### config.mk
export PLATFORM = sky130hd
export DESIGN_NAME = ddr_sequencer
export DESIGN_NICKNAME = d
export VERILOG_FILES = /design/src/rtl/ddr_sequencer.sv
export SDC_FILE = /design/constraint.sdc
export NUM_CORES = 1
export LEC_CHECK = 0
export CAP_MARGIN = 20
export CORE_MARGIN = 2
export CORE_UTILIZATION = 42
export DETAILED_ROUTE_END_ITERATION = 16
export HOLD_SLACK_MARGIN = 0.05
export MAX_ROUTING_LAYER = met4
export PLACE_DENSITY = 0.9
export SYNTH_ARGS = -nofsm -noshare
export SYNTH_HDL_FRONTEND = slang
export SYNTH_SLANG_ARGS = --single-unit
### constraint.sdc
create_clock -name clock_i -period 4.6 [get_ports clock_i]
set_input_delay 0.46 -clock clock_i [delete_from_list [all_inputs] [get_ports clock_i]]
set_output_delay 0.46 -clock clock_i [all_outputs]
set_load 0.01 [all_outputs]
### src/rtl/ddr_sequencer.sv
// Command scheduler for the DDR controller: arbitrates refresh, write and read requests,
// then drives the start/exec handshake and walks the column address through a burst.
module ddr_sequencer #(
  parameter int BANK_W = 2,
  parameter int ROW_W  = 13,
  parameter int COL_W  = 8,
  parameter int LEN_W  = 4
) (
  input  logic              clock_i,
  input  logic              reset_i,
  input  logic              init_done_i,
  input  logic              wr_req_i,
  input  logic [BANK_W-1:0] wr_bank_i,
  input  logic [ROW_W-1:0]  wr_row_i,
  input  logic [COL_W-1:0]  wr_col_i,
  input  logic [LEN_W-1:0]  wr_len_i,
  output logic              wr_ack_o,
  input  logic              rd_req_i,
  input  logic [BANK_W-1:0] rd_bank_i,
  input  logic [ROW_W-1:0]  rd_row_i,
  input  logic [COL_W-1:0]  rd_col_i,
  input  logic [LEN_W-1:0]  rd_len_i,
  output logic              rd_ack_o,
  output logic              busy_o,
  output logic              cmd_start_o,
  output logic              cmd_read_o,
  output logic              cmd_last_o,
  input  logic              cmd_exec_i,
  input  logic              cmd_active_i,
  output logic [BANK_W-1:0] cmd_bank_o,
  output logic [ROW_W-1:0]  cmd_row_o,
  output logic [COL_W-1:0]  cmd_col_o,
  input  logic              rfc_req_i,
  output logic              rfc_start_o,
  input  logic              rfc_done_i
);

  typedef enum logic [2:0] {IDLE, REFRESH, START, BURST, DRAIN} state_t;

  state_t           state;
  state_t           state_nxt;
  logic [LEN_W:0]   rem;
  logic             grant_rfc;
  logic             grant_wr;
  logic             grant_rd;
  logic             col_step;
  logic             rem_one;

  assign rem_one    = (rem == (LEN_W+1)'(1));
  assign busy_o     = (state != IDLE);
  // Last flag is combinational from the remaining count so it lines up with the final exec.
  assign cmd_last_o = ((state == BURST) && rem_one) || (state == DRAIN);

  always_ff @(posedge clock_i) begin
    if (reset_i) state <= IDLE;
    else         state <= state_nxt;
  end

  always_comb begin
    state_nxt = state;
    grant_rfc = 1'b0;
    grant_wr  = 1'b0;
    grant_rd  = 1'b0;
    col_step  = 1'b0;
    case (state)
      IDLE: begin
        if (init_done_i) begin
          if (rfc_req_i) begin
            grant_rfc = 1'b1;
            state_nxt = REFRESH;
          end else if (wr_req_i) begin
            grant_wr  = 1'b1;
            state_nxt = START;
          end else if (rd_req_i) begin
            grant_rd  = 1'b1;
            state_nxt = START;
          end
        end
      end
      REFRESH: if (rfc_done_i) state_nxt = IDLE;
      START:   state_nxt = BURST;
      BURST: begin
        if (cmd_exec_i) begin
          col_step = 1'b1;
          if (rem_one) state_nxt = DRAIN;
        end
      end
      DRAIN:   if (!cmd_active_i) state_nxt = IDLE;
      default: state_nxt = IDLE;
    endcase
  end

  always_ff @(posedge clock_i) begin
    if (reset_i) begin
      wr_ack_o    <= 1'b0;
      rd_ack_o    <= 1'b0;
      rfc_start_o <= 1'b0;
      cmd_start_o <= 1'b0;
      cmd_read_o  <= 1'b0;
      cmd_bank_o  <= '0;
      cmd_row_o   <= '0;
      cmd_col_o   <= '0;
      rem         <= '0;
    end else begin
      wr_ack_o    <= grant_wr;
      rd_ack_o    <= grant_rd;
      rfc_start_o <= grant_rfc;
      cmd_start_o <= (state == START);
      if (grant_wr) begin
        cmd_bank_o <= wr_bank_i;
        cmd_row_o  <= wr_row_i;
        cmd_col_o  <= wr_col_i;
        rem        <= {1'b0, wr_len_i} + (LEN_W+1)'(1);
        cmd_read_o <= 1'b0;
      end else if (grant_rd) begin
        cmd_bank_o <= rd_bank_i;
        cmd_row_o  <= rd_row_i;
        cmd_col_o  <= rd_col_i;
        rem        <= {1'b0, rd_len_i} + (LEN_W+1)'(1);
        cmd_read_o <= 1'b1;
      end
      // Column wraps inside the open row; bank and row are never touched mid-burst.
      if (col_step) begin
        cmd_col_o <= cmd_col_o + COL_W'(1);
        rem       <= rem - (LEN_W+1)'(1);
      end
    end
  end

endmodule

### Yosys cells after proc, flatten, opt, wreduce, memory -nomap -nowiden

Cells that the tools add are included.

* register bits: 36
* input bits: 63
* output and inout port bits: 30

* $add $sub $neg: 4
* eq/ne operators: 11
* multiplexer cells: 31
* bitwise gates (word level): 2
* reduce and logical (&&, ||, !) cells: 9

Operators by type and width (count)
* $mux 13: 2
* $mux 3: 8
* $mux 8: 3
* $mux 5: 3
* $pmux 3 s5: 1
* $mux 1: 12
* $add 4x1->5 const B: 2
* $ne 2x2->1 const B: 5
* $add 8x1->8 const B: 1
* $eq 3x2->1 const B: 2
* $reduce_and 6->1: 1
* $reduce_bool 3->1: 2
* $eq 5x1->1 const B: 1
* $sub 5x1->5 const B: 1
* $mux 2: 2
* $ne 4x4->1 const B: 1
* $eq 3x1->1 const B: 1
* $eq 3x3->1 const B: 1
* $logic_not 3->1: 1
* $reduce_or 3->1: 1
* $not 1->1: 2
* $reduce_bool 2->1: 1
* $reduce_or 2->1: 1
* $logic_and 1x1->1: 1
* $logic_or 1x1->1: 1

### Logic depth before layout (Yosys ltp)

Gate-level depths: netlist of run 1.

* depth after elaboration: 8
* depth in mapped cells: 10

### Least setup slack after synthesis of run 1

OpenSTA, ideal clock, no wires.

* path type: input -> register
* from: input port wr_req_i
* to: register rem[4]
* setup time: 0.088 ns
* arrival: 2.192 ns
* data required time: 4.512 ns
* setup slack: 2.321 ns
* stages: 10
* path buffers: 2
* cell sequence: buf_2 -> nor2b_1 -> buf_2 -> nand2_1 -> mux2_2 -> ha_1 -> inv_1 -> nor4_4 -> a211oi_1 -> nor4_2

* word-level cells in the longest chain between the ends: 6

Ends and longest elaborated chain
* start: declaration: line 12 `input logic wr_req_i,`
* $mux 1: line 71 `end else if (wr_req_i) begin`
* $mux 1: line 68 `if (rfc_req_i) begin`
* $mux 1: line 67 `if (init_done_i) begin`
* $mux 1: line 65 `case (state)`
* $mux 5: line 109 `if (grant_wr) begin`
* $mux 5: line 123 `if (col_step) begin`
* end signal: assignment: line 113 `rem <= {1'b0, wr_len_i} + (LEN_W+1)'(1);`
* end signal: assignment: line 119 `rem <= {1'b0, rd_len_i} + (LEN_W+1)'(1);`
* end signal: assignment: line 125 `rem <= rem - (LEN_W+1)'(1);`
* end: declaration: line 42 `logic [LEN_W:0] rem;`

Several ways; a longest one is shown, not always the timed one.
A chain may end at the register's enable or synchronous reset.

### Worst setup path after layout of run 1

Ends and elaborated chain as after synthesis.

==> metrics.txt, run 1 <==
Inserted Diodes 0; prevailing post-synth register cell dfxtp_1; Core ar. about 4700 sq um; critical path required time approximately 4.8 ns; busiest layer in global routing met2; met1 Use GR 0.302; Mapped Cells between 200 and 300; final hold violations 0; Hold Crit Depth 2; Rows 25; Worst setup EP type register; CP Cell Sequence clkdlybuf4s50_1 -> nor2b_1 -> nand2_1 -> mux2_2 -> ha_1 -> nand3_1 -> a211oi_1 -> a211oi_1 -> nor4_2; Worst Setup Start Kind input pin; syn_nets around 330; total CTS buffers 5; CTS tree yes; Max Root-Sink Buffers 2; fin cells a little over 400; shortest period the worst path allows roughly 3.2 ns; critical path's top delay family simple AND/OR/NAND/NOR gates; routed len/inst around 16 microns; Avg Cell Area, Syn ~8 sq um; DR DRC count 0; DRT iter0 DRCs approximately 180; Synth Cell Area approximately 2100 sq um; Tcrit/Tclk final 0.692; Synthesis Warnings 0; initial antenna violation count 0; Post-synth EDFFs 0; #FFs+latches synth 36; Area growth syn-to-layout 51.4%; Tot GR Track Use 0.241; GRT Residual Overflow 0; fmax 314 MHz; crit-path most repeated cell a211oi_1; GRT met3 Usage 0.0488; peak supply drop 0.136 mV; largest net degree at the start of global routing 37; slowest CP cell clkdlybuf4s50_1; RePlAce Congestion between 0.9 and 1; Final Skew approximately 0.0043 ns; sum of buffers and inverters on the critical path 1; status complete, no violations; via count approximately 2,300; Slew HR 0.493; post-CTS setup buffers 0; clk root buf clkbuf_8; GRT met2 Usage 0.388; DIE HEIGHT ~74 microns; Placement Cell Area around 3000 sq um; Final Slew Violations 0; worst slew pin tran 0.761 ns; critical path peak fanout 19; DR vias/cell 5.53; width of the die roughly 74 microns; hold buffer count at CTS 0; antenna viol nets, final 0; DP Worst Slack about 1.2 ns; Final nets 408; IO Port Bufs slightly above 90; Crit. path cell count 9; cts repair resizes 0; worst setup slack after layout 1.42 ns; Initial Util 0.438; sequential area share after synthesis 0.348; DPL Wire Length 4.66 mm; Design Area, Final around 3100 sq um; RSZ-0062 raised after global routing false; Sink Count 36; max-cap viol count 0; TritonRoute pass-1 iters 4; CTS H-Tree Depth 2; HP Class reg -> reg; die area between 5000 and 6000 sq um; clock transition at the registers of the reported paths 0.07 ns; total wire length approximately 6.4 mm; CP Class in -> reg; worst reg2reg path depth 9; first-pass GRT wire length roughly 10 mm; setup TNS 0 ns; leakage roughly 1.1 nW; clk_lat worst skew a little under 0.3 ns; crit-path max cell delay around 0.87 ns; Netlist cell types between 50 and 60; Power Dens Cells 284 nW/um^2; DP Cell Count between 400 and 500; fraction of registers with async set/reset 0; I/O Pins between 90 and 100; setup violators final 0; vias in the first global route around 2,100; final core occ 0.664; share of cells above drive strength 1 0.0731; worst path arrival time about 3.4 ns
[final timing paths]
check          startpoint           end  slack, ns
min          cmd_row_o[3]  cmd_row_o[3]       0.50
max              wr_req_i        rem[4]       1.42
min reg2reg  cmd_row_o[3]  cmd_row_o[3]       0.50
max reg2reg      state[0]        rem[4]       1.63
[sequential cells by signal, summed over array words and instances, names as in the netlist]
name and count:
cmd_row_o 13, cmd_col_o 8, rem 5, state 3
cmd_bank_o 2, cmd_read_o 1, cmd_start_o 1, rd_ack_o 1
rfc_start_o 1, wr_ack_o 1
[through the flow]
stage | hold slack (ns) | total power (W)
after floorplan | 0.475 | 0.000469
after global routing | 0.537 | 0.000925
after detailed placement | 0.493 | 0.000583
final | 0.500 | 0.000889
after CTS | 0.503 | 0.000892
after global placement | 0.485 | 0.000577
[cells in the mapped netlist (3+ instances only)]
cell	number	area (sq um)
a211oi_1	6	45.0
dfxtp_1	36	721
nand3_1	22	110
buf_2	11	55.1
nor3_1	7	35.0
inv_1	7	26.3
o22ai_1	3	18.8
a311oi_1	15	131
nand2_1	36	135
nor2_1	25	93.8
ha_1	4	50.1
xnor2_1	3	26.3
a21oi_1	11	55.1
nand4_1	4	25.0
a31oi_1	3	18.8
xor2_1	3	26.3
o21ai_0	10	50.1
clkbuf_1	6	22.5
[cell families after synthesis]
kind of cell | count (synthesis) | synth area share
simple gates | 118 | 0.303
compound gates | 65 | 0.226
flops | 36 | 0.348
buf+inv | 27 | 0.0628
xor+xnor | 6 | 0.0254
fa+ha+maj | 4 | 0.0242
mux | 2 | 0.0103
[tightest hold or removal path, stage by stage, from the launching register on]
cell and delay (ns):
dfxtp_1 0.31, nor2_1 0.09, a311oi_1 0.05
[power by group]
group          leakage (nW)  internal, W  switching, W  total [W]
Clock                0.0645     0.000191      0.000119   0.000310
Sequential            0.294     0.000333     0.0000217   0.000355
Combinational         0.769     0.000124     0.0000999   0.000224
[cell usage in the layout (no fill, tap or decap), types with 2 or more instances in the layout]
| cell | netlist | routed |
|---|---|---|
| nand3b_1 | 2 | 2 |
| xor2_1 | 3 | 3 |
| nor3_1 | 7 | 7 |
| dfxtp_1 | 36 | 36 |
| a311oi_1 | 15 | 15 |
| inv_1 | 7 | 7 |
| and2_1 | 2 | 2 |
| and3_1 | 2 | 2 |
| a211oi_1 | 6 | 6 |
| buf_4 | 2 | 3 |
| ha_1 | 4 | 4 |
| nand3_1 | 22 | 22 |
| o21ai_0 | 10 | 10 |
| nand2_1 | 36 | 36 |
| a21o_1 | 2 | 2 |
| clkbuf_8 | 0 | 7 |
| nand2b_1 | 2 | 2 |
| nor2_1 | 25 | 25 |
| xnor2_1 | 3 | 3 |
| o22ai_1 | 3 | 3 |
| clkdlybuf4s50_1 | 0 | 92 |
| a21oi_1 | 11 | 11 |
| a31oi_1 | 3 | 3 |
| nand4_1 | 4 | 4 |
| a2bb2oi_1 | 2 | 2 |
[routing by layer]
| metal | part of all wire | wire length, microns |
|---|---|---|
| met5 | 0 | 0 |
| met4 | 0.018 | 114 |
| met2 | 0.47 | 3040 |
| met1 | 0.43 | 2760 |
| met3 | 0.079 | 508 |
[cell type report]
class                      count  area, sq um
timing repair buffer          96          958
clock buffer                   7         96.3
multi-input combinational    195         1220
fill                         374         1590
tap                           67         83.8
inverter                       7         26.3
sequential                    36          721
clock inverter                 1         30.0
No activity file was read; power rests on OpenSTA's default activity.
==> inputs of run 2 (changes only) <==
clock period = 3.3 ns   (was 4.6 ns; I/O delays follow)
==> metrics.txt, run 2 (synthesis results as in run 1) <==
status complete, no violations (unchanged); Placement Cell Area 3020 sq um (was 3010 sq um); first-pass GRT wire length 10.1 mm (about the same); Core ar. 4720 sq um (unchanged); RePlAce Congestion 0.918 (was 0.912); Tcrit/Tclk final 0.765; worst setup slack after layout 0.775 ns (was 1.42 ns); GRT Residual Overflow 0 (unchanged); Tot GR Track Use 0.245 (was 0.241); RR Endpoint rem[4] (unchanged); leakage 1.12 nW (was 1.13 nW); width of the die 74.2 microns (unchanged); critical path required time 2.97 ns (was 4.81 ns); antenna viol nets, final 0 (unchanged); peak supply drop 0.146 mV (was 0.136 mV); Largest register FFs 13 (unchanged); CP Class reg -> out (was in -> reg); DR DRC count 0 (unchanged); worst reg2reg path depth 8 (was 9); Area growth syn-to-layout 49.9% (was 51.4%); DP Cell Count 403 (was 401); fmax roughly 400 MHz; HP Class reg -> reg (unchanged); total CTS buffers 5 (unchanged); Final Slew Violations 0 (unchanged); Worst setup EP type output port (was register); hold buffer count at CTS 0 (unchanged); DP Worst Slack 0.599 ns (was 1.20 ns); Power Dens Cells 363 nW/um^2 (was 284 nW/um^2); post-CTS setup buffers 0 (unchanged); share of cells above drive strength 1 0.0785 (was 0.0731); fin cells 411 (was 409); Worst Setup Start Kind register (was input pin); shortest period the worst path allows 2.52 ns; DIE HEIGHT 74.2 microns (unchanged); max-cap viol count 0 (unchanged); DR top layer met4 (unchanged); DR vias/cell 5.72 (was 5.53); via count 2,351 (was 2,262); Biggest register cmd_row_o (unchanged); DR WL met2 3.12 mm (was 3.04 mm); reg2reg setup slack 0.84 ns (was 1.63 ns); FF-to-FF Start state[0] (unchanged); RSZ-0062 raised after global routing false (unchanged); CTS H-Tree Depth 2 (unchanged); clock transition at the registers of the reported paths 0.08 ns (was 0.07 ns); final hold violations 0 (unchanged); Initial Util 0.438 (unchanged); clk root buf clkbuf_8 (unchanged); CTS tree yes (unchanged); Final nets 410 (was 408); Rows 25 (unchanged); Hold Path End cmd_row_o[5] (was cmd_row_o[3]); Max Root-Sink Buffers 2 (unchanged); worst path arrival time 2.19 ns (was 3.39 ns); worst slew pin tran 0.588 ns (was 0.761 ns); DPL Wire Length 4.80 mm (was 4.66 mm); largest net degree at the start of global routing 34 (was 37); vias in the first global route 2,190 (was 2,139); clk_lat worst skew 0.29 ns (about the same); most frequent cells in the layout clkdlybuf4s50_1, nand2_1, dfxtp_1, nor2_1, nand3_1 (unchanged); cts repair resizes 0 (unchanged); TritonRoute pass-1 iters 4 (unchanged); hold_sp cmd_row_o[5] (was cmd_row_o[3]); Final Skew 0.00349 ns (was 0.00431 ns); Design Area, Final 3100 sq um (was 3140 sq um); Largest regs cmd_row_o x13, cmd_col_o x8, rem x5 (unchanged); I/O Pins 93 (unchanged); setup violators final 0 (unchanged); die area 5510 sq um (unchanged); initial antenna violation count 0 (unchanged); IO Port Bufs 92 (unchanged); DRT iter0 DRCs 143 (was 175); Inserted Diodes 0 (unchanged); routed wl met3 658 microns (was 508 microns); Sink Count 36 (unchanged); routed len/inst 15.9 microns (was 15.7 microns); final core occ 0.657 (was 0.664); Slew HR 0.607 (was 0.493); total wire length 6.55 mm (was 6.42 mm); setup TNS 0 ns (unchanged); length of routed wiring on met1 2.61 mm (was 2.76 mm); critical path peak fanout 5 (was 19); most common cell after layout, fill and taps aside clkdlybuf4s50_1 (unchanged); Hold Crit Depth 2 (unchanged)
-- run 2: cell count changes in the layout (fill, tap and decap cells not counted), sizes merged --
| cell | delta |
|---|---|
| clkinv | +3 |
| buf | +2 |
| clkbuf | -2 |
| bufinv | -1 |
-- run 2: final cells by class --
| cell class | instances | area [sq um] |
|---|---|---|
| Tap cell | 67 | 83.8 |
| Multi-Input combinational cell | 195 | 1220 |
| Sequential cell | 36 | 721 |
| Clock buffer | 5 | 68.8 |
| Clock inverter | 3 | 18.8 |
| Timing Repair Buffer | 98 | 966 |
| Fill cell | 376 | 1620 |
| Inverter | 7 | 26.3 |
-- run 2: metal layers --
| metal | track usage | vias up |
|---|---|---|
| li1 | - | 1121 |
| met1 | 0.290 | 1085 |
| met2 | 0.386 | 125 |
| met3 | 0.0705 | 20 |
| met4 | 0.109 | 0 |
| met5 | - | - |
-- run 2: stage by stage --
stage	total power, W	hold WS (ns)
finish	0.00113	0.503
CTS	0.00113	0.505
global route	0.00118	0.532
detailed placement	0.000814	0.494
floorplan	0.000654	0.475
global placement	0.000806	0.484
-- run 2: report_power, final --
group	internal, W	leakage (nW)	switching, W
sequential	0.000464	0.294	0.0000304
combinational	0.000173	0.776	0.000140
clock	0.000147	0.0479	0.000172
total	0.000785	1.12	0.000342
-- run 2: worst max-delay path by stage --
| stage | start | end | slack (ns) | depth (start not counted) |
|---|---|---|---|---|
| final | rem[0] | cmd_last_o | 0.78 | 4 |
| after global routing | state[0] | rem[4] | 0.70 | 8 |
| after CTS | rem[0] | cmd_last_o | 0.78 | 4 |
| after detailed placement | init_done_i | rem[4] | 0.60 | 9 |
| after global placement | init_done_i | rem[4] | 0.69 | 9 |
| after floorplan | wr_req_i | rem[4] | 1.15 | 10 |
-- run 2: critical path, cell delays in order (launching register included) --
cell and delay, ns:
dfxtp_1 0.40, ha_1 0.16, or4b_2 0.62, o22ai_1 0.15
clkdlybuf4s50_1 0.56
==> inputs of run 3 (changes only) <==
clock period = 2.39 ns   (was 3.3 ns; I/O delays follow)
==> metrics.txt, run 3 (synthesis results as in run 1) <==
status complete, no violations (unchanged); fin cells 427 (was 411); Setup crit end rem[4] (was cmd_last_o); Placement Cell Area 3140 sq um (was 3020 sq um); fill count 370 (was 376); worst slew pin tran 0.417 ns (was 0.588 ns); die area 5510 sq um (unchanged); Register Area 722 sq um (was 721 sq um); total power 0.00159 W (was 0.00113 W); slowest CP cell or4b_4 (was or4b_2); routed len/inst 16.2 microns (was 15.9 microns); CTS H-Tree Depth 2 (unchanged); Rows 25 (unchanged); RSZ-0062 raised after global routing false (unchanged); RePlAce Congestion 0.865 (was 0.918); max-cap viol count 0 (unchanged); first-pass GRT wire length 10.8 mm (was 10.1 mm); RR Endpoint rem[4] (unchanged); reg2reg setup slack 0.12 ns (was 0.84 ns); I/O Pins 93 (unchanged); DP Cell Count 419 (was 403); Critical Path Source state[0] (was rem[0]); CP Class reg -> reg (was reg -> out); crit-path most repeated cell a211oi_1; via count 2,414 (was 2,351); total CTS buffers 5 (unchanged); Power Dens Cells 493 nW/um^2 (was 363 nW/um^2); leakage 1.20 nW (was 1.12 nW); Tot GR Track Use 0.264 (was 0.245); sw frac 0.304 (about the same); most frequent cells in the layout clkdlybuf4s50_1, nand2_1, dfxtp_1, nor2_1 (was clkdlybuf4s50_1, nand2_1, dfxtp_1, nor2_1, nand3_1); Initial Util 0.438 (unchanged); DRT iter0 DRCs 208 (was 143); Inserted Diodes 0 (unchanged); Final Slew Violations 0 (unchanged); Area growth syn-to-layout 55.7% (was 49.9%); worst path arrival time 2.44 ns (was 2.19 ns); P_int 0.00111 W (was 0.000785 W); GRT met3 Usage 0.0542 (was 0.0705); Psw 0.000482 W (was 0.000342 W); Crit. path cell count 8 (was 4); critical path required time 2.56 ns (was 2.97 ns); Tcrit/Tclk final 0.948; fmax about 440 MHz; critical path's top delay family simple AND/OR/NAND/NOR gates (unchanged); Worst Setup Start Kind register (unchanged); sum of buffers and inverters on the critical path 0 (was 1); FF-to-FF Start state[0] (unchanged); Largest register FFs 13 (unchanged); CP Cell Sequence or4b_4 -> o31ai_1 -> nand2_1 -> ha_1 -> nand3_1 -> a211oi_1 -> a211oi_1 -> nor4_2 (was ha_1 -> or4b_2 -> o22ai_1 -> clkdlybuf4s50_1); CTS tree yes (unchanged); largest net degree at the start of global routing 37 (was 34); busiest layer in global routing met2 (unchanged); share of cells above drive strength 1 0.122 (was 0.0785); shortest period the worst path allows 2.27 ns; initial antenna violation count 0 (unchanged); antenna viol nets, final 0 (unchanged); clk root buf clkbuf_8 (unchanged); setup violators final 0 (unchanged); GRT met2 Usage 0.438 (was 0.386); DPL Wire Length 5.16 mm (was 4.80 mm); met1 Use GR 0.315 (was 0.290); post-CTS setup buffers 0 (unchanged); Slew HR 0.722 (was 0.607); Final nets 426 (was 410); Sequential Power Share 0.426 (was 0.439); GRT Residual Overflow 0 (unchanged); Worst setup EP type register (was output port); DR vias/cell 5.65 (was 5.72); clk_lat worst skew 0.30 ns (was 0.29 ns); cts repair resizes 2 (was 0); Core ar. 4720 sq um (unchanged); total wire length 6.92 mm (was 6.55 mm); worst reg2reg path depth 8 (unchanged); critical path peak fanout 4 (was 5); vias in the first global route 2,299 (was 2,190); Design Area, Final 3220 sq um (was 3100 sq um); Final Skew 0.00942 ns (was 0.00349 ns); Hold Worst Slack 0.496 ns (was 0.503 ns); final hold violations 0 (unchanged); hold buffer count at CTS 0 (unchanged); Max Root-Sink Buffers 2 (unchanged); Largest regs cmd_row_o x13, cmd_col_o x8, rem x5 (unchanged); Biggest register cmd_row_o (unchanged); DR DRC count 0 (unchanged); Clock power frac 0.278 (was 0.283); most common cell after layout, fill and taps aside clkdlybuf4s50_1 (unchanged); width of the die 74.2 microns (unchanged); peak supply drop 0.280 mV (was 0.146 mV); Sink Count 36 (unchanged); DIE HEIGHT 74.2 microns (unchanged); HP Class reg -> reg (unchanged); TritonRoute pass-1 iters 4 (unchanged); IO Port Bufs 92 (unchanged); area of the multi-input gates 1220 sq um (unchanged); clock transition at the registers of the reported paths 0.07 ns (was 0.08 ns); Comb pwr share 0.296 (was 0.278); crit-path max cell delay 0.56 ns (was 0.62 ns)
-- run 3: cell types whose count changed in the layout (fill, tap and decap cells not counted), sizes merged --
cell | previous run | this run
clkdlybuf4s50 | 92 | 91
dlygate4sd2 | 0 | 1
buf | 6 | 22
-- run 3: per-stage QoR --
| stage | TNS [ns] | util | setup WS (ns) |
|---|---|---|---|
| finish | 0 | 0.683 | 0.123 |
| global route | 0 | 0.683 | 0.00294 |
| CTS | 0 | 0.683 | 0.131 |
| detailed placement | -0.196 | 0.664 | -0.158 |
| global placement | -0.0591 | 0.664 | -0.0591 |
| floorplan | 0 | - | 0.253 |
-- run 3: worst min path at each step --
stage / cells past startpoint / startpoint / slack [ns] / end
2_1_floorplan: 2 / rfc_req_i / 0.40 / rfc_start_o
3_3_place_gp: 2 / cmd_row_o[10] / 0.48 / cmd_row_o[10]
3_5_place_dp: 2 / cmd_row_o[6] / 0.50 / cmd_row_o[6]
4_1_cts: 2 / rem[0] / 0.49 / rem[0]
5_1_grt: 2 / rem[0] / 0.53 / rem[0]
6_report: 2 / rem[0] / 0.50 / rem[0]
-- run 3: worst reg2reg max path, cell delays in order (launching register included) --
cell,delay [ns]
dfxtp_1,0.37
or4b_4,0.56
o31ai_1,0.31
nand2_1,0.10
ha_1,0.25
nand3_1,0.10
a211oi_1,0.06
a211oi_1,0.30
nor4_2,0.09
-- run 3: cell type report --
type,count,share of cell area
clock buffers,5,0.0213
well taps,67,0.0260
inverters,7,0.00815
repair buffers,114,0.336
flip-flops and latches,36,0.224
clock inverters,3,0.00582
multi-input cells,195,0.378
-- run 3: layer usage --
| layer | vias to the layer above | part of all wire | wire length, microns |
|---|---|---|---|
| met1 | 1117 | 0.39 | 2730 |
| met2 | 131 | 0.49 | 3390 |
| met3 | 17 | 0.095 | 655 |
| met4 | 0 | 0.022 | 155 |
| li1 | 1149 | - | - |
| met5 | - | 0 | 0 |
-- run 3: power by group through the flow --
stage / clock network, W / logic, W / registers (W)
after floorplan: 0 / 0.000205 / 0.000697
after global placement: 0 / 0.000456 / 0.000686
final: 0.000441 / 0.000471 / 0.000677
after CTS: 0.000443 / 0.000470 / 0.000675
after global routing: 0.000475 / 0.000511 / 0.000681
after detailed placement: 0 / 0.000466 / 0.000689
